--- src/rtl/conversor_bcd_serial.sv ---
// conversor_bcd_serial: 8-bit binary to 3-digit BCD converter, one double-dabble
// iteration per clock, registered digits with a one-cycle done pulse.
module conversor_bcd_serial (
   input  logic       clk,
   input  logic       rst_n,
   input  logic       start_i,
   input  logic [7:0] bin_i,
   output logic       busy_o,
   output logic       done_o,
   output logic [3:0] centenas_o,
   output logic [3:0] dezenas_o,
   output logic [3:0] unidades_o
);
   typedef enum logic [1:0] {IDLE, CONV, FIM} state_t;
   state_t      state_q;
   logic [19:0] work_q, work_d;
   logic [3:0]  cnt_q;
   logic [11:0] dig_q;
   logic        busy_q, done_q;
   // add-3 on every BCD nibble >= 5, then shift the whole register left
   always_comb begin
      work_d = work_q;
      for (int n = 0; n < 3; n++)
         work_d[8+4*n +: 4] = (work_q[8+4*n +: 4] >= 4'd5) ? work_q[8+4*n +: 4] + 4'd3 : work_q[8+4*n +: 4];
      work_d = {work_d[18:0], 1'b0};
   end
   always_ff @(posedge clk or negedge rst_n) begin
      if (!rst_n) begin
         state_q <= IDLE;
         work_q  <= '0;
         cnt_q   <= '0;
         dig_q   <= '0;
         busy_q  <= 1'b0;
         done_q  <= 1'b0;
      end else begin
         case (state_q)
            IDLE: begin
               done_q <= 1'b0;
               if (start_i) begin
                  work_q  <= {12'b0, bin_i};
                  cnt_q   <= '0;
                  busy_q  <= 1'b1;
                  state_q <= CONV;
               end
            end
            CONV: begin
               work_q <= work_d;
               cnt_q  <= cnt_q + 4'd1;
               if (cnt_q == 4'd7) begin
                  dig_q   <= work_d[19:8];
                  done_q  <= 1'b1;
                  state_q <= FIM;
               end
            end
            FIM: begin
               done_q  <= 1'b0;
               busy_q  <= 1'b0;
               state_q <= IDLE;
            end
            default: state_q <= IDLE;
         endcase
      end
   end
   assign busy_o     = busy_q;
   assign done_o     = done_q;
   assign centenas_o = dig_q[11:8];
   assign dezenas_o  = dig_q[7:4];
   assign unidades_o = dig_q[3:0];
endmodule

--- config.mk ---
export PLATFORM = sky130hd
export DESIGN_NAME = conversor_bcd_serial
export DESIGN_NICKNAME = d
export VERILOG_FILES = /design/src/rtl/conversor_bcd_serial.sv
export SDC_FILE = /design/constraint.sdc
export NUM_CORES = 1
export LEC_CHECK = 0
export ABC_AREA = 1
export BUFFER_PORTS_ARGS = -buffer_cell sky130_fd_sc_hd__buf_4
export CORE_ASPECT_RATIO = 2
export CORE_MARGIN = 5
export CORE_UTILIZATION = 35
export CTS_CLUSTER_DIAMETER = 80
export CTS_CLUSTER_SIZE = 8
export DETAILED_ROUTE_END_ITERATION = 8
export SYNTH_ARGS = -nofsm -noshare
export SYNTH_HDL_FRONTEND = slang
export SYNTH_SLANG_ARGS = --single-unit
--- constraint.sdc ---
create_clock -name clk -period 2.4 [get_ports clk]
set_clock_uncertainty 0.05 [all_clocks]
set_input_delay 0.36 -clock clk [delete_from_list [all_inputs] [get_ports clk]]
set_output_delay 0.36 -clock clk [all_outputs]
set_load 0.02 [all_outputs]
==> results.sh <==
export IMPL_outcome="finished, final reports clean"
export IMPL_n_fill_cell=575
export IMPL_routed_wl_um=4190
export IMPL_syn_avg_cell_area_um2=8.47
export IMPL_detail_route_vias_per_cell=4.90
export IMPL_synth_edff_count=0
export IMPL_synth_seq_cells=40
export IMPL_synth_top_area_cell="dfrtp_1"
export IMPL_drc=0
export IMPL_crit_buf_inv=2
export IMPL_setup_violations=0
export IMPL_clockPowerShare=0.154
export IMPL_io_pins=25
export IMPL_setup_slack_ps=921
export IMPL_crit_fanout=4
export IMPL_drv_slew=0
export IMPL_hold_class="in -> reg"
export IMPL_grt_pass1_wl_um=7220
export IMPL_path_delay_family="simple AND/OR/NAND/NOR gates"
export IMPL_die_w_um=62.9
export IMPL_final_nets=276
export IMPL_cts_reportedPaths_clkPinSlew_ps=70
export IMPL_die_area_mm2=0.00727
export IMPL_syn_to_final_growth_pct=15.7
export IMPL_ant_nets=0
export IMPL_rsz0062_at_grt="no"
export IMPL_cts_sinks=40
export IMPL_max_cap_violations=0
export IMPL_syn_nets=249
export IMPL_synth_common_cells="97 x nand2_1, 40 x dfrtp_1, 27 x nand3_1, 18 x inv_1, 10 x o21ai_0"
export IMPL_syn_inst=231
export IMPL_synth_top_area_share=0.512
export IMPL_grt_start_max_net_pins=41
export IMPL_hold_violations=0
export IMPL_syn_area_mm2=0.00196
export IMPL_p_leak_nw=1.19
export IMPL_core_mm2=0.00542
export IMPL_start_util=0.361
export IMPL_min_period_ps=1480
export IMPL_synth_async_sr_flop_share=1.00
export IMPL_gp_congestion=0.819
export IMPL_p_sw_frac=0.437
export IMPL_wl_per_cell_um=13.1
export IMPL_ys_flop_type="dfrtp_1"
export IMPL_drive_gt1_frac=0.166
export IMPL_ir_drop_mv=0.605
export IMPL_synth_area_leaders="dfrtp_1 51%, nand2_1 19%, nand3_1 6.9%"
export IMPL_yosysWarnings=0
export IMPL_drtIter0Drc=43
export IMPL_combPwrFrac=0.457
export IMPL_p_switching_mw=1.31
export IMPL_required_ps=2580
export IMPL_cpPeakStageDelay_ps=420
export IMPL_dr_pass1_iters=4
export IMPL_grt_use_total=0.126
export IMPL_tightest_slew_ps=610
export IMPL_hpwl_um=3080
export IMPL_synth_cell_type_count=24
export IMPL_numPortBuffers=24
export IMPL_cts_made_buffers=5
export IMPL_clk_path_buf_depth=2
export IMPL_timing_final_crit_share=0.616
export IMPL_num_rows=38
export IMPL_setup_tns_ps=0
export IMPL_cts_max_level=2
export IMPL_antenna_cells=0
export IMPL_clkLatencyLatePin_ps=300
export IMPL_r2r_slack_ps=920
export IMPL_max_freq_ghz=0.676
export IMPL_pre_cts_ws_ps=935
export IMPL_path_common_cell="nand2_1"
export IMPL_cp_data_arrival_time_ps=1660
export IMPL_globalRouteOverflowTotal=0
export IMPL_power_per_cell_area_mw_per_mm2=1330
export IMPL_startpoint_type="flop"
export IMPL_power_frac_seq=0.390
export IMPL_grt_pass1_vias=1581
export IMPL_slew_headroom=0.593
export IMPL_root_buffer="clkbuf_8"
export IMPL_ys_seq_area_frac=0.512
export IMPL_p_int_mw=1.69
export IMPL_crit_path_end_kind="flop"
export IMPL_via_count=1563
export IMPL_cts_tree="yes"
export IMPL_crit_path_top_delay_cell="dfrtp_1"
export IMPL_critPathKind="reg -> reg"
export IMPL_die_h_um=116
export IMPL_grt_antenna_before_repair=0
export IMPL_crit_chain="inv_1 -> ha_1 -> inv_1 -> nand2_1 -> nand3_1 -> nand2_1 -> nand3_1 -> nand2_1"
export IMPL_cts_resized=0
export IMPL_synth_most_common_cell="nand2_1"
[logic make-up after synthesis]
logic type | Yosys count | synth area share
buffers and inverters | 26 | 0.0665
adder cells (fa/ha/maj) | 7 | 0.0448
flip-flops | 40 | 0.512
AO/OA/AOI/OAI | 17 | 0.0505
AND/OR/NAND/NOR | 141 | 0.326
[path summary, 6_finish.rpt]
kind | start | depth (start not counted) | to
max | work_q[8] | 8 | dig_q[1]
min | bin_i[0] | 3 | work_q[0]
max reg2reg | work_q[8] | 8 | dig_q[1]
min reg2reg | work_q[0] | 2 | work_q[0]
max in group asynchronous | rst_n | 2 | dig_q[7]
min in group asynchronous | rst_n | 2 | state_q[0]
[area by class of cell]
cell class / count / area, um2 / share of cell area
multi-input cells: 165 / 825 / 0.364
well taps: 60 / 75.1 / 0.0332
inverters: 21 / 81.3 / 0.0360
flip-flops and latches: 40 / 1000 / 0.442
clock buffers: 8 / 90.1 / 0.0398
repair buffers: 25 / 190 / 0.0841
[power by group through the flow]
| stage | Combinational, mW | Clock [mW] | Sequential, mW |
|---|---|---|---|
| after CTS | 1.39 | 0.481 | 1.17 |
| after global routing | 1.57 | 0.511 | 1.21 |
| after detailed placement | 1.39 | 0 | 1.18 |
| after floorplan | 0.907 | 0 | 1.26 |
| after global placement | 1.37 | 0 | 1.18 |
| final | 1.37 | 0.463 | 1.17 |
[sequential cells by signal, indices dropped and copies added (netlist names)]
signal,count
busy_o,1
cnt_q,4
dig_q,12
done_o,1
state_q,2
work_q,20
[layer usage]
layer  vias to the layer above  wire (um)  share of wire  track usage
met4                         0        104          0.025       0.0680
li1                        792          -              -            -
met1                       735       1700           0.41        0.133
met5                         -          0              0            0
met2                        27       2230           0.53        0.226
met3                         9        155          0.037       0.0339
[per-stage QoR]
stage | cells | hold WS, ps | util | power [mW] | instance area, um2
2_1_floorplan | 231 | 14.4 | - | 2.17 | 1960
3_5_place_dp | 310 | 324 | 0.399 | 2.57 | 2160
4_1_cts | 319 | 203 | 0.417 | 3.05 | 2260
3_3_place_gp | 310 | 328 | 0.399 | 2.55 | 2160
6_report | 319 | 212 | 0.417 | 3.01 | 2260
5_1_grt | 319 | 214 | 0.417 | 3.29 | 2260
[tightest hold or removal path, stage by stage]
cell     delay (ps)
buf_4            70
nand2_1          40
nand2_1          50
[placed cells by master (no fill, tap or decap), types with 2 or more instances in the layout]
cell type,n
o21ai_0,10
clkbuf_1,2
clkbuf_8,6
dfrtp_1,40
nand2_2,2
inv_2,2
inv_1,18
nand3_1,27
buf_4,24
nand2_1,97
nand3_2,2
nor2_1,4
ha_1,7
nand2_4,2
nand4_1,4
o22ai_1,2
[what timing repair did]
action,in CTS,in global routing
endpoints found under the hold margin,10,0
setup buffers,0,0
hold buffers,1,0
No activity file was read; power rests on OpenSTA's default activity.
